**src/rtl/arb_req_agent4_if.sv**
```systemverilog
`default_nettype none
// arb_req_agent4_if: shared output beat bus (valid/ready/last) from the agent to one sink.
// Revision: 1.0
interface arb_req_agent4_if #(
  parameter int DW = 8
);
  logic          valid;
  logic [1:0]    id;
  logic [DW-1:0] data;
  logic          last;
  logic          ready;

  modport master (output valid, output id, output data, output last, input ready);
  modport slave  (input valid, input id, input data, input last, output ready);
endinterface
`default_nettype wire

```
**src/rtl/arb_req_agent4.sv**
```systemverilog
`default_nettype none
// arb_req_agent4: per-channel burst command agent driving a 4-way round-robin arbiter
// and muxing the granted channel's beats onto one shared bus. Revision: 1.0
module arb_req_agent4 #(
  parameter int DW    = 8,
  parameter int LEN_W = 4
) (
  input  logic                 sys_clk,
  input  logic                 sys_rst,
  input  logic [3:0]           cmd_valid,
  output logic [3:0]           cmd_ready,
  input  logic [4*LEN_W-1:0]   cmd_len,
  input  logic [3:0]           ch_dvalid,
  input  logic [4*DW-1:0]      ch_data,
  output logic [3:0]           ch_dready,
  output logic [3:0]           arb_req,
  output logic                 arb_en,
  output logic [1:0]           cur_arb_id,
  input  logic [1:0]           nxt_arb_id,
  arb_req_agent4_if.master     bus
);

  localparam logic [1:0] ST_IDLE = 2'd0;
  localparam logic [1:0] ST_ARB  = 2'd1;
  localparam logic [1:0] ST_XFER = 2'd2;

  logic [1:0]       state;
  logic [3:0]       pend;
  logic [LEN_W-1:0] len_q [4];
  logic [1:0]       owner;
  logic [LEN_W-1:0] beat_cnt;

  logic             in_xfer;
  logic             beat_hs;
  logic             last_hs;
  logic [3:0]       cmd_hs;

  assign in_xfer   = (state == ST_XFER);
  assign cmd_ready = ~pend;
  assign arb_req   = pend;
  assign arb_en    = (state == ST_ARB);
  assign cmd_hs    = cmd_valid & ~pend;

  // Data path is combinational from the owner; id and last come from registers only.
  assign bus.valid = in_xfer & ch_dvalid[owner];
  assign bus.data  = ch_data[owner*DW +: DW];
  assign bus.id    = owner;
  assign bus.last  = in_xfer & (beat_cnt == len_q[owner]);
  assign ch_dready = {4{in_xfer & bus.ready}} & (4'b0001 << owner);

  assign beat_hs   = bus.valid & bus.ready;
  assign last_hs   = beat_hs & bus.last;

  always_ff @(posedge sys_clk or posedge sys_rst) begin
    if (sys_rst) begin
      pend <= 4'b0000;
      for (int i = 0; i < 4; i++) begin
        len_q[i] <= '0;
      end
    end else begin
      for (int i = 0; i < 4; i++) begin
        if (cmd_hs[i]) begin
          pend[i]  <= 1'b1;
          len_q[i] <= cmd_len[i*LEN_W +: LEN_W];
        end else if (last_hs && (owner == 2'(i))) begin
          pend[i]  <= 1'b0;
        end
      end
    end
  end

  // cur_arb_id survives IDLE so the rotation continues across bursts.
  always_ff @(posedge sys_clk or posedge sys_rst) begin
    if (sys_rst) begin
      state      <= ST_IDLE;
      owner      <= 2'd0;
      cur_arb_id <= 2'd3;
      beat_cnt   <= '0;
    end else begin
      case (state)
        ST_IDLE: begin
          if (|pend) begin
            state <= ST_ARB;
          end
        end
        ST_ARB: begin
          owner      <= nxt_arb_id;
          cur_arb_id <= nxt_arb_id;
          beat_cnt   <= '0;
          state      <= ST_XFER;
        end
        ST_XFER: begin
          if (last_hs) begin
            state <= ST_IDLE;
          end else if (beat_hs) begin
            beat_cnt <= beat_cnt + 1'b1;
          end
        end
        default: begin
          state <= ST_IDLE;
        end
      endcase
    end
  end

endmodule
`default_nettype wire

```
**src/flat_wrapper.sv**
```systemverilog
// flat-port wrapper written by rule: the top's interface ports become plain ports
module arb_req_agent4_flat 
#(
  parameter int DW    = 8,
  parameter int LEN_W = 4
)
  (sys_clk, sys_rst, cmd_valid, cmd_ready, cmd_len, ch_dvalid, ch_data, ch_dready, arb_req, arb_en, cur_arb_id, nxt_arb_id, bus_valid, bus_id, bus_data, bus_last, bus_ready);
  arb_req_agent4_if #(.DW(DW)) bus_i ();
  input  logic sys_clk;
  input  logic sys_rst;
  input  logic [3:0] cmd_valid;
  output logic [3:0] cmd_ready;
  input  logic [4*LEN_W-1:0] cmd_len;
  input  logic [3:0] ch_dvalid;
  input  logic [4*DW-1:0] ch_data;
  output logic [3:0] ch_dready;
  output logic [3:0] arb_req;
  output logic arb_en;
  output logic [1:0] cur_arb_id;
  input  logic [1:0] nxt_arb_id;
  output wire logic [$bits(bus_i.valid)-1:0] bus_valid;
  output wire logic [$bits(bus_i.id)-1:0] bus_id;
  output wire logic [$bits(bus_i.data)-1:0] bus_data;
  output wire logic [$bits(bus_i.last)-1:0] bus_last;
  input wire logic [$bits(bus_i.ready)-1:0] bus_ready;
  assign bus_valid = bus_i.valid;
  assign bus_id = bus_i.id;
  assign bus_data = bus_i.data;
  assign bus_last = bus_i.last;
  assign bus_i.ready = bus_ready;
  arb_req_agent4 #(.DW(DW), .LEN_W(LEN_W)) u_core (.sys_clk(sys_clk), .sys_rst(sys_rst), .cmd_valid(cmd_valid), .cmd_ready(cmd_ready), .cmd_len(cmd_len), .ch_dvalid(ch_dvalid), .ch_data(ch_data), .ch_dready(ch_dready), .arb_req(arb_req), .arb_en(arb_en), .cur_arb_id(cur_arb_id), .nxt_arb_id(nxt_arb_id), .bus(bus_i));
endmodule
```
**config.mk**
```make
export PLATFORM = sky130hd
export DESIGN_NAME = arb_req_agent4_flat
export DESIGN_NICKNAME = d
export VERILOG_FILES = /design/src/rtl/arb_req_agent4_if.sv /design/src/rtl/arb_req_agent4.sv /design/src/flat_wrapper.sv
export SDC_FILE = /design/constraint.sdc
export NUM_CORES = 1
export LEC_CHECK = 0
export CORE_AREA = 3 3 106 57
export CTS_BUF_LIST = sky130_fd_sc_hd__clkbuf_8 sky130_fd_sc_hd__clkbuf_16
export DETAILED_ROUTE_END_ITERATION = 8
export DIE_AREA = 0 0 109 60
export GPL_ROUTABILITY_DRIVEN = 0
export MAX_ROUTING_LAYER = met4
export PLACE_DENSITY = 0.8
export REMOVE_ABC_BUFFERS = 1
export SKIP_CTS_REPAIR_TIMING = 1
export SLEW_MARGIN = 20
export SYNTH_ARGS = -nofsm -noshare
export SYNTH_HDL_FRONTEND = slang
export SYNTH_SLANG_ARGS = --single-unit
```
**constraint.sdc**
```tcl
create_clock -name sys_clk -period 5.87 [get_ports sys_clk]
set_input_delay 1.174 -clock sys_clk [delete_from_list [all_inputs] [get_ports sys_clk]]
set_output_delay 1.174 -clock sys_clk [all_outputs]
set_load 0.05 [all_outputs]
```
==> metrics.md <==
| Metric | Value |
|---|---|
| DR top layer | met4 |
| M1 WL | 1.90 mm |
| Gate power share | 56.1% |
| Number of diodes | 0 |
| Peak VDD IR | 0.000251 V |
| Synth-to-Final Area Change | 58.9% |
| Mapped cell area | 1740 sq um |
| CP endpoint kind | output port |
| Final hold vios | 0 |
| Top cell type's share of synthesized area | 40.2% |
| CTS tree | done |
| First-pass GRT wire length | 7.74 mm |
| H-tree Lvls | 2 |
| Pwr per Cell Area | about 430 nW/um^2 |
| Final nets | 293 |
| Yosys reg bits | 30 |
| TritonRoute pass-1 iters | 4 |
| Gr usage total | between 15 and 20% |
| Met3 wire len | 479 um |
| Slew Limit Fails | 0 |
| Critical path arrival | 3.36 ns |
| Crit Path Max Fanout | 19 |
| Setup Viol. Count Final | 0 |
| Leading area contributor after synthesis | dfrtp_1 |
| Core area | 5020 sq um |
| DIE WIDTH | 109 um |
| Port buffer count | 87 |
| Asr flop ratio synth | 100% |
| Area contributors post-synth | dfrtp_1 40%, mux2_2 10%, mux4_2 10% |
| Largest net degree at the start of global routing | 31 |
| Psw | 543 uW |
| Max-Cap Viols | 0 |
| EDFF count, synth | 0 |
| Slowest CP cell | dfrtp_1 |
| Clock slew seen by the registers of the worst setup and hold paths | 0.06 ns |
| Worst slew margin | 36.3% |
| WP data required | 4.70 ns |
| Average size of a mapped cell | 12.4 sq um |
| Warnings, synthesis | 0 |
| Routed length per instance | 16.0 um |
| Fin crit period | roughly 4.5 ns |
| Drt via density | between 5 and 6 |
| Core Rows | 18 |
| Final clock skew | 0.00387 ns |
| Sum Neg Setup Slack | 0 ns |
| DRC | 0 |
| Delay of the slowest critical-path stage | around 0.97 ns |
| Fin crit share | 77.2% |
| Via count | 1518 |
| Top post-synthesis cells by count | 28 x dfrtp_1, 16 x mux2_2, 12 x inv_1, 12 x nand2_1 |
| Leakage power total | 1.19 nW |
| Die footprint | approximately 6500 sq um |
| Crit Path Category | reg -> out |
| Clk_lat worst skew | 0.29 ns |
| Sink Count | 30 |
| Fmax | 221 MHz |
| Starting Density | 34.7% |
| RSZ-0062 raised after global routing | no |
| Placed insts | 294 |
| Startpoint Class | register |
| Status | complete, no violations |
| Clock network power share | between 10% and 20% |
| # IOs | between 80 and 90 |
| Worst-Margin Slew | 0.956 ns |
| Sequential area share after synthesis | 43.2% |
| Internal power | roughly 650 uW |
| Detailed Place HPWL | 3.82 mm |
| Die height | 60 um |
| Antenna Nets Post-Route | 0 |
| Initial antenna violation count | 0 |
| Share of layout cells above drive strength 1 | 17.7% |
| Synth Instances | 141 |
| CTS root buffer | clkbuf_8 |
| Num CTS Buffers | 5 |
| Seq pwr share | a little under 30% |
| DRT iter0 DRCs | 77 |
| Detailed Route WL | 4.82 mm |
| Count leader, synth | dfrtp_1 |
| Vias in the first global route | 1581 |
| Switching share of power | 45.6% |
| Post-synth top flop | dfrtp_1 |
| Max clock buf depth | 2 |
| Overflow after GRT | 0 |
| Non-Filler Instances | 302 |
| Worst min-delay path class | reg -> reg |
| FILL cells | 418 |
| Met2 Routed Length | about 2.4 mm |
| Synth unique cells | 38 |
| Worst-path cell chain | mux4_2 > xor2_1 > or2_4 > nor2_1 > clkdlybuf4s50_1 |
==> per-stage QoR <==
step           util (%)  hold slack (ns)  total power, mW  instance area (sq um)  setup slack, ns
6_report           55.1            0.467             1.19                   2770             1.34
5_1_grt            55.1            0.500             1.26                   2770             1.14
4_1_cts            55.1            0.471             1.20                   2770             1.30
3_5_place_dp       53.3            0.462             1.03                   2680             1.62
3_3_place_gp       53.3            0.448             1.01                   2680             1.68
2_1_floorplan         -            0.460            0.809                   1720             1.88
==> per-layer routing <==
metal | up-vias | global-route usage, %
li1 | 707 | -
met1 | 741 | 18.1
met2 | 64 | 27.7
met3 | 6 | 5.07
met4 | 0 | 4.86
met5 | - | -
==> area by class of cell <==
cell class              instances  area (sq um)  share of cell area, %
clock buffers                   6          82.6                   2.98
clock inverters                 2          8.76                  0.316
inverters                      12          45.0                   1.63
multi-input cells              95           921                   33.3
flip-flops and latches         30           753                   27.2
well taps                      70          87.6                   3.16
repair buffers                 87           871                   31.5
==> placed cells by master (no fill, tap or decap), types with 3 or more instances in the layout <==
master / n
nor3_1: 4
nand2_1: 12
mux4_2: 8
a211oi_1: 3
mux2_2: 16
nor2_1: 8
o21ai_0: 3
dfrtp_1: 28
and3_1: 3
mux4_1: 5
clkbuf_8: 6
inv_1: 12
clkdlybuf4s50_1: 87
nor2b_1: 5
==> final timing paths <==
check                      slack (ns)  cells past startpoint                    to                 start
setup / recovery                 1.34                      5              bus_last      u_core.bus.id[0]
hold / removal                   0.47                      2  u_core.cur_arb_id[0]  u_core.cur_arb_id[0]
setup reg to reg                 3.11                      5    u_core.beat_cnt[2]      u_core.bus.id[0]
hold reg to reg                  0.47                      2  u_core.cur_arb_id[0]  u_core.cur_arb_id[0]
max in group asynchronous        4.19                      2       u_core.len_q[6]               sys_rst
min in group asynchronous        1.28                      2    u_core.beat_cnt[2]               sys_rst
==> power groups by stage <==
stage | Sequential, mW | Clock (mW) | Combinational [mW]
final | 0.355 | 0.167 | 0.668
after global routing | 0.366 | 0.182 | 0.709
after CTS | 0.355 | 0.173 | 0.671
after detailed placement | 0.359 | 0 | 0.670
after global placement | 0.355 | 0 | 0.657
after floorplan | 0.379 | 0 | 0.429
==> registers in the layout, indices dropped and copies added (netlist names) <==
name / count
u_core.beat_cnt: 4
u_core.cur_arb_id: 2
u_core.arb_req: 4
u_core.bus.id: 2
u_core.state: 2
u_core.len_q: 16
==> kinds of logic (layout without fill, tap and decap cells) <==
kind of cell	after synthesis	count (layout)	synth area share, %
AOI/OAI and AO/OA	19	19	8.11
xor gates and xnor gates	3	3	1.51
adders and majority gates	1	1	0.718
buffers and inverters	16	107	3.95
DFF	30	30	43.2
muxes	30	30	29.1
and+or+nand+nor	42	42	13.4
==> worst max-delay path: cells and delay by family (launching register included) <==
kind                   cells  cell delay (ns)
XOR/XNOR                   1             0.19
AND/OR/NAND/NOR            2             0.45
multiplexers               1             0.63
buffers and inverters      1             0.83
flip-flops                 1             0.97
(Power assumes the default switching activity.)
